**src/rtl/btn_event_pkg.sv**
```systemverilog
// Shared types and helpers for the multi-channel button event debouncer.
package btn_event_pkg;

  typedef enum logic [2:0] {
    IDLE,
    PRESS_WAIT,
    HELD,
    REPEAT,
    REL_WAIT
  } btn_state_t;

  function automatic int thr_max(input int a, input int b);
    return (a > b) ? a : b;
  endfunction

  // Counters only ever reach max_thr-1, so clog2(max_thr) bits are enough.
  function automatic int cnt_width(input int max_thr);
    return (max_thr < 2) ? 1 : $clog2(max_thr);
  endfunction

endpackage

```
**src/rtl/btn_event_channel.sv**
```systemverilog
// One button: two-flop synchroniser, debounce FSM and event pulse generation.
module btn_event_channel
  import btn_event_pkg::*;
#(
  parameter int PRESS_THR   = 500000,
  parameter int RELEASE_THR = 500000,
  parameter int LONG_THR    = 12500000,
  parameter int REPEAT_THR  = 2500000,
  parameter int CNT_W       = 24
) (
  input  logic clk,
  input  logic reset_n,
  input  logic btn,
  output logic level_o,
  output logic press_o,
  output logic release_o,
  output logic long_o,
  output logic repeat_o
);

  localparam logic [CNT_W-1:0] PRESS_LAST   = CNT_W'(PRESS_THR - 1);
  localparam logic [CNT_W-1:0] RELEASE_LAST = CNT_W'(RELEASE_THR - 1);
  localparam logic [CNT_W-1:0] LONG_LAST    = CNT_W'(LONG_THR - 1);
  localparam logic [CNT_W-1:0] REPEAT_LAST  = CNT_W'(REPEAT_THR - 1);

  logic [1:0]       sync_q;
  logic             s;
  btn_state_t       state;
  logic [CNT_W-1:0] cnt;
  logic             long_seen;

  assign s = sync_q[1];

  // Bring the asynchronous button into the clock domain.
  always_ff @(posedge clk or negedge reset_n) begin
    if (!reset_n) begin
      sync_q <= 2'b00;
    end else begin
      sync_q <= {sync_q[0], btn};
    end
  end

  // Debounce FSM; every output is registered and pulses last one cycle.
  always_ff @(posedge clk or negedge reset_n) begin
    if (!reset_n) begin
      state     <= IDLE;
      cnt       <= '0;
      long_seen <= 1'b0;
      level_o   <= 1'b0;
      press_o   <= 1'b0;
      release_o <= 1'b0;
      long_o    <= 1'b0;
      repeat_o  <= 1'b0;
    end else begin
      press_o   <= 1'b0;
      release_o <= 1'b0;
      long_o    <= 1'b0;
      repeat_o  <= 1'b0;
      case (state)
        IDLE: begin
          if (s) begin
            state <= PRESS_WAIT;
            cnt   <= CNT_W'(1);
          end else begin
            cnt <= '0;
          end
        end
        PRESS_WAIT: begin
          if (!s) begin
            state <= IDLE;
            cnt   <= '0;
          end else if (cnt == PRESS_LAST) begin
            state     <= HELD;
            cnt       <= '0;
            long_seen <= 1'b0;
            level_o   <= 1'b1;
            press_o   <= 1'b1;
            repeat_o  <= 1'b1;
          end else begin
            cnt <= cnt + 1'b1;
          end
        end
        HELD: begin
          if (!s) begin
            state <= REL_WAIT;
            cnt   <= '0;
          end else if (cnt == LONG_LAST) begin
            state     <= REPEAT;
            cnt       <= '0;
            long_seen <= 1'b1;
            long_o    <= 1'b1;
            repeat_o  <= 1'b1;
          end else begin
            cnt <= cnt + 1'b1;
          end
        end
        REPEAT: begin
          if (!s) begin
            state <= REL_WAIT;
            cnt   <= '0;
          end else if (cnt == REPEAT_LAST) begin
            cnt      <= '0;
            repeat_o <= 1'b1;
          end else begin
            cnt <= cnt + 1'b1;
          end
        end
        REL_WAIT: begin
          if (s) begin
            // A short low glitch returns to the hold phase and restarts its interval.
            state <= long_seen ? REPEAT : HELD;
            cnt   <= '0;
          end else if (cnt == RELEASE_LAST) begin
            state     <= IDLE;
            cnt       <= '0;
            level_o   <= 1'b0;
            release_o <= 1'b1;
          end else begin
            cnt <= cnt + 1'b1;
          end
        end
        default: begin
          state   <= IDLE;
          cnt     <= '0;
          level_o <= 1'b0;
        end
      endcase
    end
  end

endmodule

```
**src/rtl/btn_event_debouncer.sv**
```systemverilog
// Multi-channel button debouncer: one independent event channel per button.
module btn_event_debouncer
  import btn_event_pkg::*;
#(
  parameter int N_CH        = 4,
  parameter int PRESS_THR   = 500000,
  parameter int RELEASE_THR = 500000,
  parameter int LONG_THR    = 12500000,
  parameter int REPEAT_THR  = 2500000
) (
  input  logic            clk,
  input  logic            reset_n,
  input  logic [N_CH-1:0] btn,
  output logic [N_CH-1:0] level_o,
  output logic [N_CH-1:0] press_o,
  output logic [N_CH-1:0] release_o,
  output logic [N_CH-1:0] long_o,
  output logic [N_CH-1:0] repeat_o
);

  localparam int CNT_W = cnt_width(thr_max(thr_max(PRESS_THR, RELEASE_THR),
                                           thr_max(LONG_THR, REPEAT_THR)));

  for (genvar g = 0; g < N_CH; g++) begin : g_ch
    btn_event_channel #(
      .PRESS_THR  (PRESS_THR),
      .RELEASE_THR(RELEASE_THR),
      .LONG_THR   (LONG_THR),
      .REPEAT_THR (REPEAT_THR),
      .CNT_W      (CNT_W)
    ) u_channel (
      .clk      (clk),
      .reset_n  (reset_n),
      .btn      (btn[g]),
      .level_o  (level_o[g]),
      .press_o  (press_o[g]),
      .release_o(release_o[g]),
      .long_o   (long_o[g]),
      .repeat_o (repeat_o[g])
    );
  end

endmodule

```
**config.mk**
```make
export PLATFORM = sky130hd
export DESIGN_NAME = btn_event_debouncer
export DESIGN_NICKNAME = d
export VERILOG_FILES = /design/src/rtl/btn_event_pkg.sv /design/src/rtl/btn_event_channel.sv /design/src/rtl/btn_event_debouncer.sv
export SDC_FILE = /design/constraint.sdc
export NUM_CORES = 1
export LEC_CHECK = 0
export ABC_CLOCK_PERIOD_IN_PS = 2800
export CAP_MARGIN = 20
export CORE_MARGIN = 5
export CORE_UTILIZATION = 55
export CTS_CLUSTER_SIZE = 40
export DETAILED_ROUTE_END_ITERATION = 8
export PLACE_DENSITY_LB_ADDON = 0.15
export SYNTH_ARGS = -nofsm -noshare
export SYNTH_HDL_FRONTEND = slang
export SYNTH_SLANG_ARGS = --single-unit
```
**constraint.sdc**
```tcl
create_clock -name clk -period 2.8 [get_ports clk]
set_input_delay 0.56 -clock clk [delete_from_list [all_inputs] [get_ports clk]]
set_output_delay 0.56 -clock clk [all_outputs]
set_load 0.03 [all_outputs]
```
==> impl_results.md, run 1 <==
- Status: finished, final reports clean
- Final setup fails: 0
- R2r setup slk: 0.22 ns
- Final std cells w/o fill: 948
- Slew HR: 51.0%
- Data arrival time of the worst path: 2.89 ns
- Nets@finish: 774
- Synth area leaders: dfrtp_1 (49%), xnor2_1 (6.9%), nor2_1 (6.2%)
- Fillers: 1085
- FF-to-FF path depth: 5
- DRT iter0 DRCs: 586
- Synth top area share: 48.7%
- Die footprint: 15500 µm²
- Crit path cell chain: or4b_1 > or3_1 > or4_1 > a221oi_2 > nor3b_1
- Post-CTS Hold Buffers: 0
- Critical path buffers and inverters: 0
- Drt pass-1 iters: 7
- Setup TNS: 0 ns
- Area grow syn2layout: 12.8%
- Highest Clock Rate: 388 MHz
- Startpoint types: flip-flop
- ANT nets after route: 0
- Tot Pwr: 0.00483 W
- Critical path class: flip-flop to flip-flop
- Fin Clk Skew: 0.00701 ns
- CTS resizes: 0
- Initial Utilization: 56.5%
- CTS clock-pin slew for the worst setup and hold paths: 0.06 ns
- Tot GR Track Use: 18.9%
- Fin crit share: 92.0%
- Routed wire length per instance: 14.8 µm
- Most common cell after layout, fill and taps aside: dfrtp_1
- RSZ-0062 raised after global routing: false
- Cell Rows: 41
- H-Tree Depth: 4
- CP delay by family, top: simple AND/OR/NAND/NOR gates
- Critical path origin: g_ch[0].u_channel.cnt[12]
- Crit path depth: 5
- Num ports: 26
- Worst-case clock buffer depth: 2
- Share of cells above drive strength 1: 6.70%
- TritonCTS buffer count: 17
- Critical Path End Type: flip-flop
- Placer Congestion: 0.853
- Largest net degree at the start of global routing: 67
- Static Leak: 3.18 nW
- # diodes: 0
- Crit path to: g_ch[0].u_channel.state[0]
- Fin crit period: 2.58 ns
- Grt ovf: 0
- Pins over their slew limit: 0
- Commonest cells after routing, fill and taps aside: dfrtp_1 (140), nor2_1 (118), xnor2_1 (57), nand2_1 (51), nand3_1 (37)
- Clk Tree Root Cell: clkbuf_16
- CP peak stage delay: 0.70 ns
- TritonCTS clock tree: done
- Worst r2r src: g_ch[0].u_channel.cnt[12]
- Yosys warns: 0
- Post-DP HPWL: 9420 µm
- Die H: 124 µm
- Final Hold Vio Count: 0
- Core area: 12700 µm²
- Gate Count Post-Synth: 756
- Cell Area, Synth: 7190 µm²
- Slowest stage cell, crit path: or4_1
- Pwr/cell area: 596 nW/µm²
- Drc violations: 0
- Syn avg cell area: 9.51 µm²
- Syn_nets: 766
- Slew at the pin with the worst max-slew slack: 0.729 ns
- Worst Hold Class: primary input to async pin
- Detailed Route WL: 14000 µm
- Yosys reg bits: 140
- VDD IR max: 0.000435 V
- Reg-to-reg endpoint: g_ch[0].u_channel.state[0]
- Critical Path Fanout Max: 7
- Clk Latency, worst-skew pair: 0.43 ns
- Max_cap viols: 0
- Die width: 124 µm
- Critical Path RT: 3.11 ns
- Antenna violations before repair: 0
- Post-CTS setup buffers: 0
- Largest area contributor in the netlist: dfrtp_1
- Clk sinks: 140
- Vias in the first global route: 5312
- # port buffers: 25
- Vias: 5462
- Post-synth EDFFs: 0
- Sequential share of the synthesized area: 48.7%
- Cells after DPL: 917
- Synth cell types: 53
- Ys async rst share: 100%
- First-pass GRT wire length: 24600 µm
- Commonest register cell after synthesis: dfrtp_1
- Number of vias per cell: 5.76
- Post-layout util: 63.8%
-- flip-flops by register name, indices dropped and copies added, names as in the netlist --
register / flops
g_ch.u_channel.sync_q: 8
g_ch.u_channel.level_o: 4
g_ch.u_channel.repeat_o: 4
g_ch.u_channel.state: 12
g_ch.u_channel.long_seen: 4
g_ch.u_channel.long_o: 4
g_ch.u_channel.release_o: 4
g_ch.u_channel.cnt: 96
g_ch.u_channel.press_o: 4
-- how the worst min path moves through the flow --
stage | to | slack (ns) | cells after the start
6_report | g_ch[1].u_channel.cnt[17] | 0.11 | 1
5_1_grt | g_ch[1].u_channel.cnt[11] | 0.18 | 1
4_1_cts | g_ch[1].u_channel.cnt[19] | 0.15 | 1
3_5_place_dp | g_ch[2].u_channel.sync_q[1] | 0.34 | 0
3_3_place_gp | g_ch[2].u_channel.sync_q[1] | 0.33 | 0
2_1_floorplan | g_ch[0].u_channel.cnt[0] | 0.26 | 0
-- cell type report --
cell class / instances / area (µm²) / area share, %
Clock inverter: 10 / 163 / 2.00
Sequential cell: 140 / 3500 / 43.2
Tap cell: 172 / 215 / 2.65
Clock buffer: 21 / 480 / 5.92
Inverter: 34 / 128 / 1.57
Timing Repair Buffer: 34 / 332 / 4.09
Multi-Input combinational cell: 537 / 3290 / 40.6
-- Yosys cell counts, types with 2 or more instances --
| library cell | count |
|---|---|
| or2_2 | 5 |
| dfrtp_1 | 140 |
| nand2b_1 | 6 |
| xnor2_1 | 57 |
| a31oi_1 | 4 |
| a211oi_1 | 3 |
| ha_1 | 4 |
| nand2_1 | 51 |
| inv_1 | 34 |
| and3_1 | 11 |
| or4_1 | 5 |
| o211ai_1 | 4 |
| or3_1 | 12 |
| nand4_1 | 27 |
| xor2_1 | 30 |
| o211a_1 | 3 |
| nand3b_1 | 4 |
| nor3b_1 | 3 |
| or4b_1 | 2 |
| o21ai_0 | 10 |
| buf_4 | 22 |
| a21oi_1 | 15 |
| a21o_1 | 3 |
| and2_1 | 4 |
| clkbuf_1 | 20 |
| o41a_1 | 2 |
| o21a_1 | 2 |
| nor2_1 | 118 |
| o21bai_1 | 3 |
| o32ai_1 | 4 |
| nor2b_1 | 13 |
| nand3_1 | 37 |
| nor4_1 | 20 |
| mux2i_1 | 5 |
| a221oi_1 | 3 |
| nor3_1 | 29 |
| a2111oi_0 | 2 |
| nor4b_1 | 8 |
| buf_6 | 2 |
| and4_1 | 16 |
-- layer usage --
layer / vias to the layer above / part of all wire, % / track usage [%]
met3: 19 / 4.3 / 4.72
met2: 122 / 50 / 30.9
met4: 0 / 1.3 / 6.90
li1: 2626 / - / -
met5: - / 0 / 0
met1: 2695 / 45 / 24.5
-- worst reg2reg max path: cells and delay by family (launching register included) --
kind / cells / cell delay, ns
AO/OA/AOI/OAI: 1 / 0.31
flip-flops: 1 / 0.41
AND/OR/NAND/NOR: 4 / 1.74
-- report_power, final --
part	leakage, nW	internal, W	switching (W)
Combinational	0.957	0.000102	0.000185
Sequential	1.92	0.00207	0.0000535
Clock	0.299	0.00158	0.000849
-- metrics by stage --
step / hold slack [ns] / setup slack, ns / area (µm²)
2_1_floorplan: 0.264 / 0.404 / 7190
3_3_place_gp: 0.332 / 0.279 / 7470
3_5_place_dp: 0.336 / 0.226 / 7470
4_1_cts: 0.150 / 0.220 / 8110
5_1_grt: 0.180 / 0.0527 / 8110
6_report: 0.111 / 0.223 / 8110
-- logic make-up (layout without fill, tap and decap cells) --
| logic type | count (synthesis) | count (layout) | synth area share (%) |
|---|---|---|---|
| AO/OA/AOI/OAI | 62 | 62 | 6.23 |
| flip-flops | 140 | 140 | 48.7 |
| buffers and inverters | 79 | 99 | 5.50 |
| XOR/XNOR | 87 | 87 | 10.6 |
| adder cells (fa/ha/maj) | 4 | 4 | 0.696 |
| multiplexers | 5 | 5 | 0.696 |
| AND/OR/NAND/NOR | 379 | 379 | 27.6 |
Note: power is estimated with default switching activity, not from simulation.
==> run 2: changes to the inputs <==
- TNS_END_PERCENT: unset -> 100
==> results of run 2 <==
Same layout as run 1: the final DEF is identical, and so are final timing and power.
